## src/rtl/gf180mcu_fd_sc_mcu7t5v0__clkdiv_pgm.sv

```systemverilog
// Programmable glitch-free clock divider: 50 % duty Z with separately registered ZN, TICK and ACTIVE.
// Optional graceful stop: define GF180MCU_CLKDIV_SYNC_STOP_EN to honour EN=0 only at period boundaries.
module gf180mcu_fd_sc_mcu7t5v0__clkdiv_pgm #(
   parameter int W = 4
) (
   input  logic         CLK,
   input  logic         RN,
   input  logic         EN,
   input  logic [W-1:0] DIV,
   output logic         Z,
   output logic         ZN,
   output logic         TICK,
   output logic         ACTIVE
);

   typedef enum logic {
      IDLE = 1'b0,
      RUN  = 1'b1
   } state_t;

`ifdef GF180MCU_CLKDIV_SYNC_STOP_EN
   localparam bit IMMEDIATE_STOP = 1'b0;
`else
   localparam bit IMMEDIATE_STOP = 1'b1;
`endif

   state_t         state_q, state_d;
   logic [W-1:0]   cnt_q, cnt_d;
   logic [W-1:0]   div_q, div_d;
   logic           z_q, z_d;
   logic           zn_q;
   logic           tick_q, tick_d;
   logic           active_q, active_d;

   always_ff @(posedge CLK) begin
      if (!RN) begin
         state_q  <= IDLE;
         cnt_q    <= '0;
         div_q    <= '0;
         z_q      <= 1'b0;
         zn_q     <= 1'b1;
         tick_q   <= 1'b0;
         active_q <= 1'b0;
      end else begin
         state_q  <= state_d;
         cnt_q    <= cnt_d;
         div_q    <= div_d;
         z_q      <= z_d;
         // ZN gets its own flop fed from the next-state of Z so both edges align.
         zn_q     <= ~z_d;
         tick_q   <= tick_d;
         active_q <= active_d;
      end
   end

   always_comb begin
      state_d  = state_q;
      cnt_d    = cnt_q;
      div_d    = div_q;
      z_d      = z_q;
      tick_d   = 1'b0;
      active_d = active_q;

      unique case (state_q)
         IDLE: begin
            cnt_d    = '0;
            z_d      = 1'b0;
            active_d = 1'b0;
            if (EN) begin
               state_d  = RUN;
               div_d    = DIV;
               z_d      = 1'b1;
               tick_d   = 1'b1;
               active_d = 1'b1;
            end
         end

         RUN: begin
            if (IMMEDIATE_STOP && !EN) begin
               state_d  = IDLE;
               cnt_d    = '0;
               z_d      = 1'b0;
               active_d = 1'b0;
            end else if (cnt_q != div_q) begin
               cnt_d = cnt_q + W'(1);
            end else if (z_q) begin
               // End of the high half: fall and count the low half.
               cnt_d = '0;
               z_d   = 1'b0;
            end else begin
               // Period boundary: the only point where DIV is resampled or a stop is taken.
               cnt_d = '0;
               if (EN) begin
                  div_d  = DIV;
                  z_d    = 1'b1;
                  tick_d = 1'b1;
               end else begin
                  state_d  = IDLE;
                  active_d = 1'b0;
               end
            end
         end

         default: begin
            state_d  = IDLE;
            cnt_d    = '0;
            z_d      = 1'b0;
            active_d = 1'b0;
         end
      endcase
   end

   assign Z      = z_q;
   assign ZN     = zn_q;
   assign TICK   = tick_q;
   assign ACTIVE = active_q;

endmodule

```

## config.mk

```make
export PLATFORM = sky130hd
export DESIGN_NAME = gf180mcu_fd_sc_mcu7t5v0__clkdiv_pgm
export DESIGN_NICKNAME = d
export VERILOG_FILES = /design/src/rtl/gf180mcu_fd_sc_mcu7t5v0__clkdiv_pgm.sv
export SDC_FILE = /design/constraint.sdc
export NUM_CORES = 1
export LEC_CHECK = 0
export BUFFER_PORTS_ARGS = -buffer_cell sky130_fd_sc_hd__buf_2
export CAP_MARGIN = 20
export CORE_MARGIN = 4
export CORE_UTILIZATION = 24
export DETAILED_ROUTE_END_ITERATION = 10
export PLACE_DENSITY = 0.5
export SKIP_LAST_GASP = 1
export SYNTH_ARGS = -nofsm -noshare
export SYNTH_HDL_FRONTEND = slang
export SYNTH_SLANG_ARGS = --single-unit
```

## constraint.sdc

```tcl
create_clock -name CLK -period 1.6 [get_ports CLK]
set_clock_uncertainty 0.2 [all_clocks]
set_input_delay 0.08 -clock CLK [delete_from_list [all_inputs] [get_ports CLK]]
set_output_delay 0.08 -clock CLK [all_outputs]
set_load 0.01 [all_outputs]
```

# --- Yosys cells after proc, flatten, opt, wreduce, memory -nomap -nowiden ---
# Cells that the tools add are included.
word_totals:
  latchBits: 0
  in_bits: 7
  mem_bits_ro: 0
  ff_bits: 13
  mem_count: 0
  ramBits: 0
  word_cells: 35
op_classes:
  n_reduce_logical: 1
  n_addsub: 1
  mul: 0
  div: 0
  order_cmp: 0
  n_shift: 0
  eq_ne: 6
  n_mux: 18
  n_bitwise: 2
ops:
  columns: ["op", "count"]
  rows:
  - ["$mux 4", 6]
  - ["$pmux 4 s2", 2]
  - ["$ne 2x2->1 const B", 5]
  - ["$mux 1", 7]
  - ["$pmux 1 s2", 3]
  - ["$add 4x1->4 const B", 1]
  - ["$ne 4x4->1", 1]
  - ["$reduce_and 4->1", 1]
  - ["$not 1->1", 2]

# --- Logic depth before layout (Yosys ltp) ---
depth:
  word_depth: 5
  mapped_depth: 6

# --- Worst setup path after synthesis ---
# No wires, ideal clock.
synth_path:
  path_kind: "register to register"
  startpoint: "register cnt_q[0]"
  endpoint: "register zn_q (netlist: ZN)"
  arrival_time_ns: 1.206
  synth_period_minus_slack_ns: 1.522
  slack_ns: 0.078
  setup_time_ns: 0.116
  t_required_ns: 1.284
  n_path_buf: 0
  path_stages_with_launch: 7
  path_cell_list: "dfxtp_1 > xnor2_2 > nand4_4 > inv_1 > ha_1 > a21oi_1 > inv_1"
synth_via:
  elab_chain_len: 5
synth_rtl:
  columns: ["item", "line", "text"]
  rows:
  - ["from (decl)", "28", "logic [W-1:0] cnt_q, cnt_d;"]
  - ["from (signal assigned)", "46", "cnt_q <= cnt_d;"]
  - ["$ne 4x4->1", "84", "end else if (cnt_q != div_q) begin"]
  - ["$mux 1", "84", null]
  - ["$mux 1", "79", "if (IMMEDIATE_STOP && !EN) begin"]
  - ["$pmux 1 s2", "64", "unique case (state_q)"]
  - ["$not 1->1", "50", "zn_q <= ~z_d;"]
  - ["to (signal assigned)", "50", null]
  - ["to (decl)", "31", "logic zn_q;"]
# Every way passes these cells.
# A chain may end at the register's enable or synchronous reset.

# --- Worst setup path in the final report ---
layout_path:
  startpoint: "register div_q[0]"
  endpoint: "register zn_q (netlist: ZN)"
layout_via:
  elab_chain_len: 5
layout_rtl:
  columns: ["item", "line", "text"]
  rows:
  - ["from (decl)", "29", "logic [W-1:0] div_q, div_d;"]
  - ["from (signal assigned)", "47", "div_q <= div_d;"]
  - ["$ne 4x4->1", "84", null]
  - ["$mux 1", "84", null]
  - ["$mux 1", "79", null]
  - ["$pmux 1 s2", "64", null]
  - ["$not 1->1", "50", null]
# Every way passes these cells.

==> metrics <==
status complete, no violations; sequential area share after synthesis 0.4271; IO Count 11; Fmax 0.6636 GHz; Syn Area/Cell 9.989 sq um; Pwr Density 974.1 nW/um^2; Slew HR 0.7831; total number of vias 511; vias in the first global route 510; Netlist cell types 19; number of flops mapped to enable cells by yosys 0; P_int 542.0 uW; Slew @ Worst Pin 324.7 ps; Initial Util 0.2628; global route overflow 0; Worst EP required 1570 ps; largest net degree at the start of global routing 10; critical path class flip-flop to flip-flop; Starting DRT DRC Count 4; register-to-register setup slack 90 ps; fin nets 93; worst hold slack 249.8 ps; first-pass GRT wire length 2263 um; Initial DRT Pass Iterations 3; Setup Viol. Count Final 0; vias per cell 4.604; CTS clock-pin slew for the worst setup and hold paths 80 ps; type of the worst min-delay path flip-flop to flip-flop; Leak 0.0003183 uW; Max-Cap Viols 0; total wire length 1314 um; Crit. End Element flip-flop; Placement Setup Slack 76.34 ps; Hold Crit Depth 2; fin crit period 1507 ps; Post-CTS Repair Setup Buffers 0; Net Switching 238.0 uW; commonest non-fill, non-tap cell in the layout dfxtp_1; Fin. Hold Viols 0; clock power share 0.264; cts bufs inserted 3; Min-Delay Startpoint ACTIVE; commonest non-fill, non-tap cells in the layout dfxtp_1 (12), buf_2 (10), inv_1 (8), nand2_1 (6), dlygate4sd3_1 (6); synthesized cell area 609.3 sq um; switching share of power 0.3051; FF-to-FF path depth 6; root buffer cell clkbuf_4; Syn. warnings 0; hold path endpoint ACTIVE; Seq cells post-synth 13; Mapped Cells 61; ys flop type dfxtp_1; critical-path maximum fanout 3; ratio of cells with drive above 1 in the final layout 0.3012; row count 17; Area Growth Syn to Fin 31.42%; register share of total power 0.485; Fillers 241; Routed Antenna Nets 0; DIE AREA 3409 sq um; WP data arrival 1480 ps; slack of the critical path 93.00 ps; Die W 58.39 um; RSZ-0062 raised after global routing false; number of antenna violations at the first check in global routing 0; core area 2318 sq um; Async SR Flop Fraction 0; Total GRT Usage 0.09029; startpoint types flip-flop; syn_nets 70; # DRC 0; die height 58.39 um; CTS H-tree lvls 1; RR Endpoint ZN; drt wl/cell 11.84 um; Tcrit/Tclk final 0.9419; Max clock buf depth 2; Slew Limit Fails 0; Detailed Place HPWL 997.2 um; worst r2r src div_q[0]; Fin Setup TNS 0 ps; clock sink count 13; # diodes 0; Comb pwr share 0.251; # port buffers 10; worst skew pair latency 270 ps; placer congestion estimate 0.7653; TritonCTS clock tree built; Peak supply drop 0.4977 mV
[state kept, by name, summed over array words and instances (netlist names)]
register / count
cnt_q: 4
div_q: 4
ACTIVE: 1
TICK: 1
Z: 1
ZN: 1
state_q: 1
[critical path, cell delays in order, from the launching register on]
cell     delay [ps]
dfxtp_1         360
xnor2_2         220
nand4_4         120
inv_1            70
ha_1            230
a21oi_2         150
inv_1            50
[per-stage QoR]
| stage | instance area, sq um | instances | util | total power, uW |
|---|---|---|---|---|
| after floorplan | 609.3 | 61 | - | 503.3 |
| after global placement | 709.4 | 101 | 0.3060 | 562.2 |
| after detailed placement | 709.4 | 101 | 0.3060 | 564.8 |
| after CTS | 795.8 | 111 | 0.3432 | 786.4 |
| after global routing | 800.8 | 111 | 0.3454 | 832.2 |
| final | 800.8 | 111 | 0.3454 | 780.0 |
[final cells by class]
class                           count  area [sq um]  area share
Tap cell                           28         35.03     0.04375
Timing Repair Buffer               18         125.1      0.1563
Sequential cell                    13         261.5      0.3266
Inverter                            8         30.03     0.03750
Multi-Input combinational cell     40         322.8      0.4031
Clock buffer                        4         26.28     0.03281
[synthesized netlist by cell type, types with 2 or more instances]
| library cell | count | area share |
|---|---|---|
| dfxtp_1 | 13 | 0.43 |
| inv_1 | 8 | 0.049 |
| nand2_1 | 6 | 0.037 |
| a22oi_1 | 4 | 0.049 |
| nand4_1 | 4 | 0.041 |
| nor2_1 | 4 | 0.025 |
| o221ai_1 | 4 | 0.057 |
| xnor2_2 | 4 | 0.11 |
| a21oi_1 | 3 | 0.025 |
| ha_1 | 2 | 0.041 |
[power groups by stage]
| stage | clock [uW] | combinational, uW | sequential, uW |
|---|---|---|---|
| final | 206 | 196 | 378 |
| after global routing | 233 | 218 | 381 |
| after CTS | 217 | 191 | 379 |
| after detailed placement | 0 | 178 | 387 |
| after global placement | 0 | 176 | 386 |
| after floorplan | 0 | 118 | 385 |
[worst max-delay path by stage]
stage	start	endpoint	slack [ps]	cells past startpoint
detailed placement	div_q[0]	ZN	80	6
global route	cnt_q[1]	ZN	20	6
CTS	div_q[0]	ZN	60	6
global placement	cnt_q[0]	ZN	110	6
floorplan	cnt_q[0]	ZN	80	6
finish	div_q[0]	ZN	90	6
[metal layers]
layer / global-route usage / up-vias / share of wire
met5: 0 / - / 0
met4: 0.05960 / 0 / 0.014
met2: 0.1308 / 7 / 0.48
li1: - / 259 / -
met1: 0.1124 / 243 / 0.47
met3: 0.03070 / 2 / 0.042
[logic make-up (layout without fill, tap and decap cells)]
group | Yosys count | in the layout | synth area share
DFF | 13 | 13 | 0.4271
adders and majority gates | 2 | 2 | 0.04106
buffers and inverters | 8 | 30 | 0.04928
xor gates and xnor gates | 6 | 6 | 0.1355
and+or+nand+nor | 21 | 21 | 0.2156
AOI/OAI and AO/OA | 11 | 11 | 0.1314
[what timing repair did]
action	in CTS	in global routing
hold buffers	6	0
endpoints found under the hold margin	9	0
endpoints found under the setup margin	0	1
gates resized for setup	0	2
Note: power is estimated with default switching activity, not from simulation.
